--- src/rtl/fp_matrix_scanner.sv ---
// Front-panel 8x8 key matrix scanner: row sequencing, 2-flop sense sync, per-key
// debounce and a press/release event FIFO. Define FP_AUTOREPEAT_EN for key auto-repeat.

module fp_key_cell #(
    parameter int DEBOUNCE_SCANS = 4,
    parameter int CW             = 3
) (
    input  logic clk,
    input  logic resetn,
    input  logic en,
    input  logic smp,
    output logic key,
    output logic fire
);
    logic [CW-1:0] cnt;
    logic          hit;

    assign hit  = (cnt + 1'b1) == CW'(DEBOUNCE_SCANS);
    assign fire = en && (smp != key) && hit;

    always_ff @(posedge clk or negedge resetn) begin
        if (!resetn) begin
            cnt <= '0;
            key <= 1'b0;
        end else if (en) begin
            if (smp == key) begin
                cnt <= '0;
            end else if (hit) begin
                key <= smp;
                cnt <= '0;
            end else begin
                cnt <= cnt + 1'b1;
            end
        end
    end
endmodule

module fp_matrix_scanner #(
    parameter int SETTLE_CYCLES  = 250,
    parameter int DEBOUNCE_SCANS = 4,
    parameter int FIFO_DEPTH     = 4,
    parameter int REPEAT_DELAY   = 32,
    parameter int REPEAT_PERIOD  = 8
) (
    input  logic        clk,
    input  logic        resetn,
    input  logic        scan_en,
    input  logic [7:0]  sense,
    output logic [7:0]  dir,
    output logic [63:0] keys,
    output logic        scan_done,
    output logic        ev_valid,
    output logic [7:0]  ev_data,
    input  logic        ev_ready,
    output logic        overflow,
    input  logic        clr_ovf
);
    localparam int SW = (SETTLE_CYCLES > 1) ? $clog2(SETTLE_CYCLES + 1) : 1;
    localparam int CW = (DEBOUNCE_SCANS > 1) ? $clog2(DEBOUNCE_SCANS + 1) : 1;
    localparam int AW = (FIFO_DEPTH > 1) ? $clog2(FIFO_DEPTH) : 1;
    localparam int NW = $clog2(FIFO_DEPTH + 1);

    typedef enum logic [1:0] {IDLE, SETTLE, CAPTURE, EVAL} state_t;

    typedef struct packed {
        logic       rpt;
        logic       press;
        logic [5:0] code;
    } ev_t;

    // Parameter range guard: an illegal configuration elaborates nothing here.
    if (SETTLE_CYCLES < 1 || DEBOUNCE_SCANS < 1 || FIFO_DEPTH < 2 ||
        REPEAT_DELAY < 1 || REPEAT_PERIOD < 1) begin : g_bad_params
    end

    state_t        state;
    logic [7:0]    sense_meta, sense_sync, sync, snap;
    logic [2:0]    row, col;
    logic [SW-1:0] settle_cnt;
    logic [5:0]    kidx;
    logic          eval, smp, ev_push;
    logic [63:0]   fire_vec;
    ev_t           push_word;
    logic          push;

    always_ff @(posedge clk or negedge resetn) begin
        if (!resetn) begin
            sense_meta <= 8'hFF;
            sense_sync <= 8'hFF;
        end else begin
            sense_meta <= sense;
            sense_sync <= sense_meta;
        end
    end
    assign sync = ~sense_sync;

    // dir stays on the row through SETTLE, CAPTURE and EVAL (SETTLE_CYCLES+9 cycles).
    always_ff @(posedge clk or negedge resetn) begin
        if (!resetn) begin
            state      <= IDLE;
            row        <= '0;
            col        <= '0;
            settle_cnt <= '0;
            dir        <= '0;
            snap       <= '0;
            scan_done  <= 1'b0;
        end else begin
            scan_done <= 1'b0;
            case (state)
                IDLE: begin
                    dir <= '0;
                    if (scan_en) begin
                        state      <= SETTLE;
                        row        <= '0;
                        settle_cnt <= '0;
                        dir        <= 8'h01;
                    end
                end
                SETTLE: begin
                    if (settle_cnt == SW'(SETTLE_CYCLES - 1)) begin
                        state      <= CAPTURE;
                        settle_cnt <= '0;
                    end else begin
                        settle_cnt <= settle_cnt + 1'b1;
                    end
                end
                CAPTURE: begin
                    snap  <= sync;
                    col   <= '0;
                    state <= EVAL;
                end
                EVAL: begin
                    col <= col + 1'b1;
                    if (col == 3'd7) begin
                        if (row != 3'd7) begin
                            row   <= row + 1'b1;
                            dir   <= 8'h01 << (row + 3'd1);
                            state <= SETTLE;
                        end else begin
                            scan_done <= 1'b1;
                            row       <= '0;
                            if (scan_en) begin
                                state <= SETTLE;
                                dir   <= 8'h01;
                            end else begin
                                state <= IDLE;
                                dir   <= '0;
                            end
                        end
                    end
                end
                default: state <= IDLE;
            endcase
        end
    end

    assign eval = (state == EVAL);
    assign kidx = {row, col};
    assign smp  = snap[col];

    for (genvar k = 0; k < 64; k++) begin : g_key
        fp_key_cell #(
            .DEBOUNCE_SCANS (DEBOUNCE_SCANS),
            .CW             (CW)
        ) u_cell (
            .clk    (clk),
            .resetn (resetn),
            .en     (eval && (kidx == 6'(k))),
            .smp    (smp),
            .key    (keys[k]),
            .fire   (fire_vec[k])
        );
    end

    // Columns are serialised, so at most one cell fires per cycle.
    assign ev_push = |fire_vec;

`ifdef FP_AUTOREPEAT_EN
    localparam int RMAX = (REPEAT_DELAY > REPEAT_PERIOD) ? REPEAT_DELAY : REPEAT_PERIOD;
    localparam int RW   = $clog2(RMAX + 1);

    logic [5:0]    rep_code;
    logic          rep_active, rep_first, rep_hit, rep_push;
    logic [RW-1:0] rep_cnt, rep_target;

    assign rep_target = rep_first ? RW'(REPEAT_DELAY) : RW'(REPEAT_PERIOD);
    assign rep_hit    = (rep_cnt + 1'b1) == rep_target;
    // A repeat colliding with a real event is skipped silently.
    assign rep_push   = scan_done && rep_active && keys[rep_code] && rep_hit && !ev_push;

    always_ff @(posedge clk or negedge resetn) begin
        if (!resetn) begin
            rep_code   <= '0;
            rep_active <= 1'b0;
            rep_first  <= 1'b1;
            rep_cnt    <= '0;
        end else if (ev_push && smp) begin
            rep_code   <= kidx;
            rep_active <= 1'b1;
            rep_first  <= 1'b1;
            rep_cnt    <= '0;
        end else if (ev_push && !smp && (kidx == rep_code)) begin
            rep_active <= 1'b0;
        end else if (scan_done && rep_active) begin
            if (rep_hit) begin
                rep_cnt   <= '0;
                rep_first <= 1'b0;
            end else begin
                rep_cnt <= rep_cnt + 1'b1;
            end
        end
    end

    assign push      = ev_push || rep_push;
    assign push_word = ev_push ? ev_t'{1'b0, smp, kidx} : ev_t'{1'b1, 1'b1, rep_code};
`else
    assign push      = ev_push;
    assign push_word = ev_t'{1'b0, smp, kidx};
`endif

    logic [7:0]    mem [FIFO_DEPTH];
    logic [AW-1:0] wr_ptr, rd_ptr;
    logic [NW-1:0] count;
    logic          full, pop, wr, drop;

    assign full     = (count == NW'(FIFO_DEPTH));
    assign ev_valid = (count != '0);
    assign pop      = ev_valid && ev_ready;
    assign wr       = push && (!full || pop);
    assign drop     = push && full && !pop;
    assign ev_data  = ev_valid ? mem[rd_ptr] : 8'h00;

    always_ff @(posedge clk) begin
        if (wr) mem[wr_ptr] <= push_word;
    end

    always_ff @(posedge clk or negedge resetn) begin
        if (!resetn) begin
            wr_ptr   <= '0;
            rd_ptr   <= '0;
            count    <= '0;
            overflow <= 1'b0;
        end else begin
            if (wr)  wr_ptr <= wr_ptr + 1'b1;
            if (pop) rd_ptr <= rd_ptr + 1'b1;
            count <= count + NW'(wr) - NW'(pop);
            if (drop)         overflow <= 1'b1;
            else if (clr_ovf) overflow <= 1'b0;
        end
    end
endmodule

--- config.mk ---
export PLATFORM = sky130hd
export DESIGN_NAME = fp_matrix_scanner
export DESIGN_NICKNAME = d
export VERILOG_FILES = /design/src/rtl/fp_matrix_scanner.sv
export SDC_FILE = /design/constraint.sdc
export NUM_CORES = 1
export LEC_CHECK = 0
export CORE_AREA = 2 2 173 175
export DETAILED_ROUTE_END_ITERATION = 12
export DIE_AREA = 0 0 175 177
export PLACE_DENSITY = 0.86
export SLEW_MARGIN = 10
export SYNTH_ARGS = -nofsm -noshare
export SYNTH_HDL_FRONTEND = slang
export SYNTH_HIERARCHICAL = 1
export SYNTH_SLANG_ARGS = --single-unit
--- constraint.sdc ---
create_clock -name clk -period 20.4 [get_ports clk]
set_input_delay 4.08 -clock clk [delete_from_list [all_inputs] [get_ports clk]]
set_output_delay 4.08 -clock clk [all_outputs]
set_load 0.05 [all_outputs]
# Word level (Yosys, flattened, before mapping)
# Memory sizes are Yosys's and may differ from the RTL's.
# Index checks and enable logic that the tools add are counted.
word_totals:
  output_inout_bits: 83
  regBits: 313
  ramBits: 28
  inputBits: 13
  word_cells: 976
  memories: 1
classes:
  eq_ne: 265
  reduce_logical: 275
  shifts: 1
  n_mux: 156
  order_cmp: 1
  bitwise_logic: 65
  n_addsub: 71
memory_table:
  columns: ["name", "words", "width", "read_ports", "rd_clocked_by_memory_dff", "write_ports", "line_no", "source"]
  rows:
  - ["mem", 4, 7, 1, 0, 1, "221", "logic [7:0] mem [FIFO_DEPTH];"]
ops:
  columns: ["op", "n"]
  rows:
  - ["$mux 3", 131]
  - ["$add 3x1->3 const B", 66]
  - ["$eq 3x3->1 const B", 66]
  - ["$reduce_and 3->1", 66]
  - ["$logic_and 1x1->1", 196]
  - ["$eq 6x6->1 const B", 32]
  - ["$eq 6x5->1 const B", 16]
  - ["$eq 1x1->1", 64]
  - ["$ne 1x1->1", 64]
  - ["$not 1->1", 64]
  - ["$reduce_or 64->1", 1]
  - ["$eq 6x4->1 const B", 8]
  - ["$mux 8", 5]
  - ["$pmux 8 s2", 2]
  - ["$eq 6x3->1 const B", 4]
  - ["$eq 6x2->1 const B", 2]
  - ["$pmux 3 s2", 2]
  - ["$mux 1", 11]
  - ["$add 8x1->8 const B", 1]
  - ["$eq 8x8->1 const B", 1]
  - ["$not 8->8", 1]
  - ["$pmux 2 s4", 1]
  - ["$reduce_bool 2->1", 4]
  - ["$shl 1x3->8 const A", 1]
  - ["other kinds (18)", 25]

# Logic depth before layout (Yosys ltp)
logic_depth:
  depth_word: 9
  depth_mapped: 18
  depth_no_buf: 16

# By module
# Netlist, hierarchy kept.
by_module_without_submodules:
  columns: ["mod", "n_inst", "area_per_inst_um2", "seq_area_each_um2", "cells_each"]
  rows:
  - ["fp_key_cell", 64, 231.5, 100.1, 21]
  - ["fp_matrix_scanner", 1, 4149.0, 2287.2, 373]

# Least setup slack after synthesis
# Ideal clock, no wire load.
synth_timing:
  kind: "register to register"
  startpoint: "reg col[0]"
  endpoint: "reg count[2]"
  path_stages_with_launch: 16
  setup_time_ps: 123
  synth_period_minus_slack_ps: 13495
  slack_ps: 6905
  n_path_buf: 0
  required_time_ps: 20277
  arrival_ps: 13373
  path_cell_list: "dfrtp_1 -> mux4_2 -> o21ai_0 -> xnor2_1 -> nand2b_1 -> nor2_1 -> nor4_1 -> nand4_1 -> nor4_2 -> nor2_2 -> inv_1 -> ha_1 -> inv_1 -> ha_1 -> fa_1 -> xnor2_1"
synth_via:
  elab_chain_len: 9
  elab_cells_between_ends: 326
  cone_classes: "add/sub (2); eq/ne (127); mux (2); reduce/logical (195)"
synth_lines:
  columns: ["item", "line_no", "source"]
  rows:
  - ["start: declaration", "78", "logic [2:0] row, col;"]
  - ["start signal: assignment", "133", "col <= col + 1'b1;"]
  - ["$bmux 1 s3", "159", "assign smp = snap[col];"]
  - ["$mux 1 (not written as such)", "159", null]
  - ["net smp", "81", "logic eval, smp, ev_push;"]
  - ["$ne 1x1->1", "19", "assign fire = en && (smp != key) && hit;"]
  - ["$logic_and 1x1->1 (2 in series)", "19", null]
  - ["net fire_vec[28]", "82", "logic [63:0] fire_vec;"]
  - ["$reduce_or 64->1", "176", "assign ev_push = |fire_vec;"]
  - ["$logic_and 1x1->1", "229", "assign wr = push && (!full || pop);"]
  - ["$add 3x1->3", "246", "count <= count + NW'(wr) - NW'(pop);"]
  - ["$sub 3x1->3", "246", null]
  - ["end signal: assignment", "246", null]
  - ["end: declaration", "223", "logic [NW-1:0] count;"]
# The timed path passes the listed nets, and every way through them passes these cells. The select of a mux whose other input is x is not followed.
# A chain may end at the register's enable or synchronous reset.

# Worst setup path in the final report
layout_timing:
  startpoint: "reg rd_ptr[0]"
  endpoint: "out ev_data[4]"
layout_via:
  elab_chain_len: 2
layout_lines:
  columns: ["item", "line_no", "source"]
  rows:
  - ["start: declaration", "222", "logic [AW-1:0] wr_ptr, rd_ptr;"]
  - ["start signal: assignment", "245", "if (pop) rd_ptr <= rd_ptr + 1'b1;"]
  - ["$mem_v2 4x7", null, null]
  - ["$mux 8", "231", "assign ev_data = ev_valid ? mem[rd_ptr] : 8'h00;"]
  - ["end: declaration", "53", "output logic [7:0] ev_data,"]
# Every way passes these cells.

==> results.rst <==
.. list-table::
   :header-rows: 1

   * - Metric
     - Value
   * - Result of the run
     - complete, no violations
   * - First-pass GRT wire length
     - 69.7 mm
   * - Fraction of the cycle the final worst path needs
     - 32.9%
   * - Cell Rows
     - 63
   * - Fmax
     - 149 MHz
   * - Core area
     - between 20000 and 30000 sq um
   * - WP data arrival
     - 2.64 ns
   * - Synth-to-layout area growth
     - 14.1%
   * - Die ar.
     - roughly 31000 sq um
   * - Post-synthesis sequential area ratio
     - between 40% and 50%
   * - Flip-flop and latch count after synthesis
     - 341
   * - Overall Global Routing Usage
     - 27.5%
   * - Critical path fanouts, max
     - 9
   * - Global placement routability congestion
     - 0.842
   * - Biggest cell delay along the critical path
     - 0.69 ns
   * - Largest net degree at the start of global routing
     - 133
   * - Starting Density
     - 64.8%
   * - Worst clock skew
     - 0.0128 ns
   * - Final net count
     - 2008
   * - CTS H-tree lvls
     - 2
   * - Cells after Synth
     - approximately 1700
   * - Share of synthesized registers carrying an async set or reset
     - 91.8%
   * - Via density
     - 6.07
   * - Final Hold Slack
     - 0.355 ns
   * - TritonCTS Sinks
     - between 300 and 400
   * - TritonCTS clock tree
     - built
   * - HPWL after DPL
     - 28.8 mm
   * - Root buffer cell
     - sky130_fd_sc_hd__clkbuf_16
   * - Die Height
     - around 180 um
   * - IO Count
     - 96
   * - P_sw
     - 0.316 mW
   * - Logic gate share of total power
     - under 10%
   * - Dominant delay contributor by cell family on the critical path
     - buffers and inverters
   * - DRC violations left
     - 0
   * - Chip Width
     - 175 um
   * - Number of port buffers
     - 94
   * - Final number of setup-violating endpoints
     - 0
   * - Via count of the first global-routing pass
     - 14309
   * - First drt pass iteration count
     - 5
   * - Leakage power
     - 9.52 nW
   * - Number of antenna violations at the first check in global routing
     - 0
   * - Max Root-Sink Buffers
     - 3
   * - Cell area reported after detailed placement
     - slightly above 20000 sq um
   * - Synth Area in Adders
     - 10.1%
   * - Cell area after layout
     - 21600 sq um
   * - Worst EP required
     - 16.32 ns
   * - Worst path bufs/invs
     - 1
   * - HP Class
     - reg2reg
   * - Minimum clock period after layout
     - 6.72 ns
   * - Num CTS Buffers
     - 37
   * - Setup CP Type
     - reg2out
   * - Synthesized net count
     - about 1900
   * - Endpoint type of the worst setup path
     - output port
   * - Seq pwr share
     - 48.9%
   * - Total setup buffers inserted after CTS
     - 0
   * - Count of cell types in the netlist
     - 45
   * - Final antenna-violating net count
     - 0
   * - Slew at the pin closest to its max-slew limit
     - 1.10 ns
   * - CP cell instances
     - mux4_2, and2_1, clkdlybuf4s50_1
   * - Most instantiated flip-flop cell in the synthesis netlist
     - sky130_fd_sc_hd__dfrtp_1
   * - Clock network fraction of design power
     - a little under half
   * - Warnings from Yosys
     - 6
   * - Count of vias placed by the detailed router
     - 13728
   * - Slowest library cell on the worst path
     - sky130_fd_sc_hd__clkdlybuf4s50_1
   * - PostCTS Resize Cnt
     - 0
   * - Net switching fraction of the power
     - 22.0%
   * - Max cap viols
     - 0
   * - Worst vdd ir
     - around 0.064 mV
   * - Area fraction in and, or, nand and nor cells after synthesis
     - 16.5%
   * - Fraction of the mapped netlist area in compound gates
     - 12.6%
   * - Power Internal
     - 1.12 mW
   * - Slew Limit Headroom
     - between 20% and 30%
   * - Combinational family with the most area after synthesis
     - simple AND/OR/NAND/NOR gates
   * - Final Hold Fails
     - 0
   * - Total Routed Length
     - 41.8 mm
   * - Synth Area in XOR/XNOR
     - 6.19%
   * - Fraction of final layout cells with drive strength greater than 1
     - 12.0%
   * - Mux share of post-synthesis cell area
     - 6.74%
   * - Power density normalized to cell area
     - approximately 67 nW/um^2
   * - Total count of max-transition violations in the final report
     - 0
   * - Clock Pin Slew Worst Setup and Hold Paths
     - around 0.060 ns
   * - Routed length per instance
     - 18.5 um
   * - Clock latency reported for the late side of the worst-skew pair
     - 0.52 ns
   * - Diodes inserted
     - 0
   * - Area of the mapped netlist
     - 19000 sq um
   * - Number of flops mapped to enable cells by yosys
     - 28
   * - Hold buffer count at cts
     - 0
   * - Number of DRC markers after the initial detailed-route iteration
     - between 800 and 900
   * - Most common cell after layout, fill and taps aside
     - sky130_fd_sc_hd__dfrtp_1
   * - Remaining global-route overflow
     - 0
   * - Syn avg cell area
     - 11.0 sq um
   * - Commonest cells after routing, fill and taps aside
     - sky130_fd_sc_hd__dfrtp_1 (297), sky130_fd_sc_hd__nand2_1 (154), sky130_fd_sc_hd__ha_1 (151)
   * - Crit start category
     - register
   * - Total negative slack for setup checks
     - 0 ns
   * - Unrepaired setup endpoints after global routing
     - false
## cells by family (layout without fill, tap and decap cells)
kind of cell,count (synthesis),count (layout)
AO/OA/AOI/OAI,291,291
XOR/XNOR,134,134
adder cells (fa/ha/maj),152,152
buffers and inverters,101,254
flip-flops,341,341
multiplexers,84,84
other,1,1
AND/OR/NAND/NOR,613,613
## synthesized netlist by cell type, types with 4 or more instances
master | instances | area share, %
sky130_fd_sc_hd__a21oi_1 | 6 | 0.16
sky130_fd_sc_hd__a22o_1 | 72 | 3.3
sky130_fd_sc_hd__and2_1 | 8 | 0.26
sky130_fd_sc_hd__and2_2 | 4 | 0.16
sky130_fd_sc_hd__clkbuf_1 | 9 | 0.18
sky130_fd_sc_hd__dfrtp_1 | 297 | 39
sky130_fd_sc_hd__dfstp_2 | 16 | 2.2
sky130_fd_sc_hd__edfxtp_1 | 28 | 4.4
sky130_fd_sc_hd__ha_1 | 151 | 10
sky130_fd_sc_hd__inv_1 | 89 | 1.8
sky130_fd_sc_hd__mux2_4 | 65 | 5.1
sky130_fd_sc_hd__mux2i_1 | 10 | 0.53
sky130_fd_sc_hd__mux4_2 | 9 | 1.1
sky130_fd_sc_hd__nand2_1 | 154 | 3.0
sky130_fd_sc_hd__nand2b_1 | 65 | 2.1
sky130_fd_sc_hd__nand3_1 | 75 | 2.0
sky130_fd_sc_hd__nand4_1 | 7 | 0.23
sky130_fd_sc_hd__nor2_1 | 139 | 2.8
sky130_fd_sc_hd__nor3_1 | 66 | 1.7
sky130_fd_sc_hd__nor4_1 | 16 | 0.53
sky130_fd_sc_hd__o21ai_0 | 16 | 0.42
sky130_fd_sc_hd__o2bb2ai_1 | 128 | 5.9
sky130_fd_sc_hd__o31ai_1 | 66 | 2.6
sky130_fd_sc_hd__or3_1 | 4 | 0.13
sky130_fd_sc_hd__or3b_2 | 64 | 3.0
sky130_fd_sc_hd__xnor2_1 | 67 | 3.1
sky130_fd_sc_hd__xor2_1 | 67 | 3.1
## layout make-up
class	count	area (sq um)
multi-input cells	1275	9900
flip-flops and latches	341	8690
fillers	1910	7600
clock buffers	54	1090
repair buffers	99	996
well taps	390	488
inverters	89	334
clock inverters	12	144
## stage by stage
| stage | power [mW] | instances | utilization (%) | worst slack, ns |
|---|---|---|---|---|
| CTS | 1.45 | 2260 | 74.0 | 13.65 |
| global route | 1.49 | 2260 | 74.0 | 13.56 |
| detailed placement | 0.773 | 2194 | 69.8 | 14.19 |
| finish | 1.44 | 2260 | 74.0 | 13.68 |
| floorplan | 0.747 | 1717 | - | 6.90 |
| global placement | 0.771 | 2194 | 69.8 | 14.23 |
## flip-flops by register name (all words and copies together) (netlist names)
| register | flops |
|---|---|
| col | 3 |
| count | 3 |
| dir | 8 |
| g_key.u_cell/cnt | 192 |
| g_key.u_cell/key | 64 |
| mem | 28 |
| overflow | 1 |
| rd_ptr | 2 |
| row | 3 |
| scan_done | 1 |
| sense_meta | 8 |
| sense_sync | 8 |
| settle_cnt | 8 |
| snap | 8 |
| state | 2 |
| wr_ptr | 2 |
## worst register-to-register path, stage by stage (launching register included)
cell                       delay [ns]
sky130_fd_sc_hd__dfrtp_1         0.60
sky130_fd_sc_hd__mux4_2          0.59
sky130_fd_sc_hd__o21ai_4         0.17
sky130_fd_sc_hd__buf_12          0.54
sky130_fd_sc_hd__xnor2_1         0.32
sky130_fd_sc_hd__nand2b_1        0.17
sky130_fd_sc_hd__nor2_1          0.07
sky130_fd_sc_hd__nor4_1          0.68
sky130_fd_sc_hd__nand4_1         0.32
sky130_fd_sc_hd__nor4_2          0.74
sky130_fd_sc_hd__nor2_2          0.19
sky130_fd_sc_hd__inv_1           0.12
sky130_fd_sc_hd__ha_1            0.13
sky130_fd_sc_hd__inv_1           0.04
sky130_fd_sc_hd__ha_1            0.18
sky130_fd_sc_hd__fa_1            0.37
sky130_fd_sc_hd__xnor2_1         0.14
## final timing paths
check,startpoint,to,slack (ns),cells past startpoint
min in group asynchronous,resetn,wr_ptr[0],3.54,1
min reg2reg,sense_meta[3],sense_sync[3],0.36,0
min,sense_meta[3],sense_sync[3],0.36,0
max reg2reg,col[0],count[2],14.90,16
max,rd_ptr[0],ev_data[4],13.68,3
max in group asynchronous,resetn,g_key[8].u_cell/cnt[1],15.35,2
## power groups by stage
stage / Sequential (mW) / Combinational [mW] / Clock, mW
floorplan: 0.707 / 0.0395 / 0
global placement: 0.715 / 0.0554 / 0
detailed placement: 0.716 / 0.0569 / 0
CTS: 0.704 / 0.0572 / 0.688
global route: 0.705 / 0.0631 / 0.720
finish: 0.704 / 0.0559 / 0.680
## metal layers
metal  share of wire (%)  track usage (%)  vias up
li1                    -                -     6451
met1                  42             34.7     6835
met2                  49             47.1      338
met3                 5.4             5.20      104
met4                 3.9             11.1        0
met5                   0                0        -
No activity file was read; power rests on OpenSTA's default activity.
